--- config.mk ---
export PLATFORM = sky130hd
export DESIGN_NAME = hamming_scrub_ctrl
export DESIGN_NICKNAME = d
export VERILOG_FILES = /design/src/rtl/hamming_pkg.sv /design/src/rtl/hamming74_syndrome.sv /design/src/rtl/hamming_scrub_ctrl.sv
export SDC_FILE = /design/constraint.sdc
export NUM_CORES = 1
export LEC_CHECK = 0
export BUFFER_PORTS_ARGS = -buffer_cell sky130_fd_sc_hd__buf_2
export CORE_MARGIN = 1
export CORE_UTILIZATION = 35
export CTS_CLUSTER_SIZE = 28
export DETAILED_ROUTE_END_ITERATION = 16
export GPL_TIMING_DRIVEN = 0
export PLACE_DENSITY = 0.61
export SYNTH_ARGS = -nofsm -noshare
export SYNTH_HDL_FRONTEND = slang
export SYNTH_SLANG_ARGS = --single-unit
export TNS_END_PERCENT = 5
--- constraint.sdc ---
create_clock -name clk -period 4.32 [get_ports clk]
set_clock_uncertainty 0.15 [all_clocks]
set_input_delay 0.432 -clock clk [delete_from_list [all_inputs] [get_ports clk]]
set_output_delay 0.432 -clock clk [all_outputs]
set_load 0.1 [all_outputs]
--- src/rtl/hamming_pkg.sv ---
// Shared state encoding and widths for the Hamming(7,4) scrubber.
package hamming_pkg;

  localparam int CW_W  = 7;
  localparam int SYN_W = 3;

  typedef enum logic [2:0] {
    S_IDLE,
    S_RD,
    S_CHK,
    S_WR,
    S_DONE
  } state_e;

endpackage

--- src/rtl/hamming74_syndrome.sv ---
// Combinational Hamming(7,4) syndrome and single-bit correction.
module hamming74_syndrome
  import hamming_pkg::*;
(
  input  logic [1:CW_W]    cw_i,
  output logic [SYN_W-1:0] syndrome_o,
  output logic [1:CW_W]    corrected_o
);

  assign syndrome_o[2] = cw_i[4] ^ cw_i[5] ^ cw_i[6] ^ cw_i[7];
  assign syndrome_o[1] = cw_i[2] ^ cw_i[3] ^ cw_i[6] ^ cw_i[7];
  assign syndrome_o[0] = cw_i[1] ^ cw_i[3] ^ cw_i[5] ^ cw_i[7];

  // A non-zero syndrome is the position of the bit to invert.
  always_comb begin
    corrected_o = cw_i;
    for (int i = 1; i <= CW_W; i++) begin
      corrected_o[i] = cw_i[i] ^ (syndrome_o == SYN_W'(i));
    end
  end

endmodule

--- src/rtl/hamming_scrub_ctrl.sv ---
// Memory scrubber: walks every codeword once, rewrites single-bit-corrected
// words through a request/grant shared port and keeps error statistics.
module hamming_scrub_ctrl
  import hamming_pkg::*;
#(
  parameter int ADDR_W = 4,
  parameter int CNT_W  = 8
) (
  input  logic              clk,
  input  logic              rst,
  input  logic              start,
  output logic              busy,
  output logic              done,
  output logic              mem_req,
  input  logic              mem_gnt,
  output logic [ADDR_W-1:0] mem_addr,
  output logic              mem_rd_en,
  input  logic [1:CW_W]     mem_rd_data,
  output logic              mem_wr_en,
  output logic [1:CW_W]     mem_wr_data,
  output logic [CNT_W-1:0]  err_count,
  output logic [ADDR_W-1:0] last_err_addr,
  output logic [SYN_W-1:0]  last_syndrome
);

  state_e            state_q;
  logic [ADDR_W-1:0] addr_q;
  logic [ADDR_W-1:0] addr_d;
  logic [1:CW_W]     wr_data_q;
  logic [CNT_W-1:0]  err_cnt_q;
  logic [CNT_W-1:0]  err_cnt_d;
  logic [ADDR_W-1:0] last_addr_q;
  logic [SYN_W-1:0]  last_syn_q;
  logic [SYN_W-1:0]  syn;
  logic [1:CW_W]     corr;
  logic              last_word;

  function automatic logic [CNT_W-1:0] sat_inc(input logic [CNT_W-1:0] v);
    return (&v) ? v : v + CNT_W'(1);
  endfunction

  hamming74_syndrome u_syndrome (
    .cw_i        (mem_rd_data),
    .syndrome_o  (syn),
    .corrected_o (corr)
  );

  assign addr_d    = addr_q + ADDR_W'(1);
  assign err_cnt_d = sat_inc(err_cnt_q);
  assign last_word = &addr_q;

  always_ff @(posedge clk or posedge rst) begin
    if (rst) begin
      state_q     <= S_IDLE;
      addr_q      <= '0;
      wr_data_q   <= '0;
      err_cnt_q   <= '0;
      last_addr_q <= '0;
      last_syn_q  <= '0;
    end else begin
      case (state_q)
        S_IDLE: begin
          if (start) begin
            addr_q    <= '0;
            err_cnt_q <= '0;
            state_q   <= S_RD;
          end
        end
        S_RD: begin
          if (mem_gnt) state_q <= S_CHK;
        end
        // Read data arrives exactly one cycle after the granted read.
        S_CHK: begin
          if (syn != '0) begin
            wr_data_q   <= corr;
            last_addr_q <= addr_q;
            last_syn_q  <= syn;
            err_cnt_q   <= err_cnt_d;
            state_q     <= S_WR;
          end else if (last_word) begin
            state_q <= S_DONE;
          end else begin
            addr_q  <= addr_d;
            state_q <= S_RD;
          end
        end
        S_WR: begin
          if (mem_gnt) begin
            if (last_word) begin
              state_q <= S_DONE;
            end else begin
              addr_q  <= addr_d;
              state_q <= S_RD;
            end
          end
        end
        S_DONE:  state_q <= S_IDLE;
        default: state_q <= S_IDLE;
      endcase
    end
  end

  // Strobes are qualified by grant so a stalled access never fires.
  assign busy          = (state_q != S_IDLE);
  assign done          = (state_q == S_DONE);
  assign mem_req       = (state_q == S_RD) || (state_q == S_WR);
  assign mem_rd_en     = (state_q == S_RD) && mem_gnt;
  assign mem_wr_en     = (state_q == S_WR) && mem_gnt;
  assign mem_addr      = addr_q;
  assign mem_wr_data   = wr_data_q;
  assign err_count     = err_cnt_q;
  assign last_err_addr = last_addr_q;
  assign last_syndrome = last_syn_q;

endmodule

==> Implementation_results.wiki <==
{| class="wikitable"
! Metric !! Value
|-
| Initial DRC count || 36
|-
| TritonCTS clock tree || done
|-
| Tightest slew margin relative to the limit || 24.9%
|-
| Post-route fraction of the period consumed by the critical path || between 50 and 60%
|-
| Combined area of the multi-input logic cells || roughly 1000 um^2
|-
| Post-CTS Setup Inserts || 0
|-
| Synth Cell Area || 1830 um^2
|-
| Via count normalized by instance count || 5.14
|-
| Reg2Reg Launch Point || state_q[2]
|-
| Capture instance of the worst register-to-register path || mem_wr_data[3]
|-
| Status || completed
|-
| Adder-cell share of the synthesized area || 1.37%
|-
| Post-CTS Resized || 0
|-
| Multiplexer share of the synthesized area || 9.08%
|-
| Final setup violating endpoints || 0
|-
| Commonest cells after routing, fill and taps aside || sky130_fd_sc_hd__buf_2 (36), sky130_fd_sc_hd__dfrtp_1 (29), sky130_fd_sc_hd__nand2_1 (19)
|-
| Transition time at the pin with the least slew margin || 1.12 ns
|-
| Post-synthesis share of cell area spent on xor and xnor gates || 9.49%
|-
| Clock insertion delay at the later pin of the skew report || 0.28 ns
|-
| Die extent in x || 74.4 um
|-
| Largest net degree at the start of global routing || 30
|-
| Time the worst path needs with I/O delays and setup || between 2 and 2.5 ns
|-
| Longest Clk Path Bufs || 2
|-
| Grt ovf || 0
|-
| Total of warnings raised by yosys || 0
|-
| Number of max-slew violations in the final report || 0
|-
| Number of buffers inserted by port buffering || 35
|-
| Required time of the critical path || 3.74 ns
|-
| Weighted congestion reported at the end of routability-driven placement || 0.785
|-
| Aggregate global-route resource usage || 16.3%
|-
| Depth of the most critical reg-to-reg path || 6
|-
| Area enclosed by the die boundary || 5530 um^2
|-
| RSZ-0062 raised after global routing || no
|-
| Setup slack of the most critical reg-to-reg path || 2.15 ns
|-
| Area growth syn-to-layout || 19.7%
|-
| Via count || 1562
|-
| Cell count after synthesis || about 190
|-
| Complex-gate fraction of the synthesized area || 18.9%
|-
| Count of standard-cell rows || 25
|-
| Most common library cell in the layout ignoring fill and taps || sky130_fd_sc_hd__buf_2
|-
| Netlist cell types || 48
|-
| Initial core utilization || a little under two fifths
|-
| Initial antenna violation count || 0
|-
| Antenna-violating nets left || 0
|-
| Footprint of the flip-flops and latches || 726 um^2
|-
| Buffer cell driving the clock tree root || sky130_fd_sc_hd__clkbuf_8
|-
| Maximum frequency from static timing analysis || 448 MHz
|-
| Die Ht || between 70 and 80 um
|-
| HP Class || in -> async
|-
| Critical path launch point type || flip-flop
|-
| Arr. time, crit path || between 1.5 and 2 ns
|-
| # hold bufs at CTS || 0
|-
| Number of nets in the layout || 249
|-
| DPL Wire Length || 3010 um
|-
| Register bit total from synthesis || 29
|-
| Overall routed net length || 4150 um
|-
| Number of buffers added by the clock tree synthesis step || 5
|-
| Largest family of logic cells by synthesized area || compound AO/OA/AOI/OAI gates
|-
| Number of fillers in the final layout || 488
|-
| CP max FO || 10
|-
| DRT Pass-1 Iters || 6
|-
| H-tree lvl count || 2
|-
| Final Hold Vio Count || 0
|-
| Clock transition at the register clock pins on the worst setup and hold paths after CTS || 0.07 ns
|-
| Startpoint-to-endpoint class of the critical path || reg -> out
|-
| Setup tns final || 0 ns
|-
| Area share of and/or/nand/nor cells after synthesis || 17.3%
|-
| First-pass GRT wire length || 6820 um
|-
| Detail-routed net length per standard cell || 13.6 um
|-
| Core area || between 4000 and 5000 um^2
|-
| Antenna Diode Count || 0
|-
| Nature of the critical path endpoint || primary output
|-
| Setup slack after placement || between 1.5 and 2 ns
|-
| Mean instance size in the synthesized netlist || about 9.4 um^2
|-
| Post-Synthesis Net Count || 207
|-
| Share of the yosys chip area belonging to registers || approximately two fifths
|-
| Proportion of layout cells with a drive suffix above 1 || 25.7%
|-
| Number of sinks driven by the clock tree || 29
|-
| Max-cap violations || 0
|-
| Top-Level Pins || 42
|-
| DRC violation count after routing || 0
|-
| Number of global-route vias before repair || 1367
|-
| Fin worst setup slack || approximately 2.1 ns
|}
layout make-up:
type	count	share of cell area, %
buffer	11	2.57
clock buffer	7	4.39
clock inverter	1	0.228
inverter	6	1.03
multi-input combinational	148	46.9
sequential	29	33.1
tap	67	3.82
timing repair buffer	35	7.99
cell families after synthesis:
family | Yosys count
compound gates | 51
xor+xnor | 16
mux | 16
buf+inv | 17
fa+ha+maj | 2
flops | 29
simple gates | 63
metrics by stage:
stage / hold slack [ns] / std cells / utilization (%) / area, um^2
final: 0.278 / 304 / 44.9 / 2190
after global routing: 0.368 / 304 / 44.9 / 2190
after CTS: 0.303 / 304 / 44.9 / 2190
after floorplan: 0.335 / 194 / - / 1830
after detailed placement: 0.324 / 296 / 42.9 / 2090
after global placement: 0.323 / 296 / 42.9 / 2090
synthesized netlist by cell type, drive strengths merged:
master	count	area share, %
clkbuf	7	1.6
nand3	8	2.2
xor2	5	2.4
mux2	5	3.1
ha	2	1.4
nand2	20	4.2
inv	6	1.2
o211a	2	1.1
xnor2	10	5.8
or2b	1	0.41
and3	3	1.0
buf	4	1.5
nor3	4	1.1
o32a	1	0.55
o21ba	2	1.1
or3	3	1.0
nand3b	1	0.41
a21boi	2	0.82
a21o	2	0.82
nor2b	2	0.68
or4	1	0.41
a22o	1	0.48
o211ai	3	1.2
dfrtp	29	40
o2111ai	4	1.9
nor2	10	2.0
o22ai	2	0.68
o32ai	2	0.96
a21oi	11	3.2
a211oi	1	0.41
nor4	3	1.4
a31oi	1	0.34
mux2i	11	6.0
nand2b	5	1.7
o21a	1	0.41
and2	2	0.68
a2bb2oi	2	0.96
xnor3	1	1.3
o21ai	13	3.5
o31ai	1	0.41
layer usage:
layer  global-route usage [%]  share of wire (%)
met1                     23.4                 48
met3                     4.34                4.8
met4                     4.40                1.2
met2                     24.3                 46
met5                        0                  0
how the worst max path moves through the flow:
stage                        start          endpoint  slack, ns
detailed placement  mem_rd_data[7]  last_err_addr[0]       1.94
global route            state_q[2]    mem_wr_data[2]       1.89
finish                  state_q[1]              done       2.09
global placement    mem_rd_data[7]  last_err_addr[0]       1.95
floorplan               state_q[0]         mem_rd_en       0.51
CTS                     state_q[1]              done       2.08
state kept, by name, summed over array words and instances (netlist names):
name           count
last_syndrome      3
last_err_addr      4
mem_wr_data        7
err_count          8
mem_addr           4
state_q            3
critical path: stages (launching register included):
cell	delay [ns]
sky130_fd_sc_hd__dfrtp_1	0.38
sky130_fd_sc_hd__clkbuf_1	0.22
sky130_fd_sc_hd__nor2_1	0.20
sky130_fd_sc_hd__and2_1	0.15
sky130_fd_sc_hd__buf_2	0.42
Power is left out: the tool's default activity adds up to more than one toggle a clock period on the data nets, which glitch-free logic cannot reach.
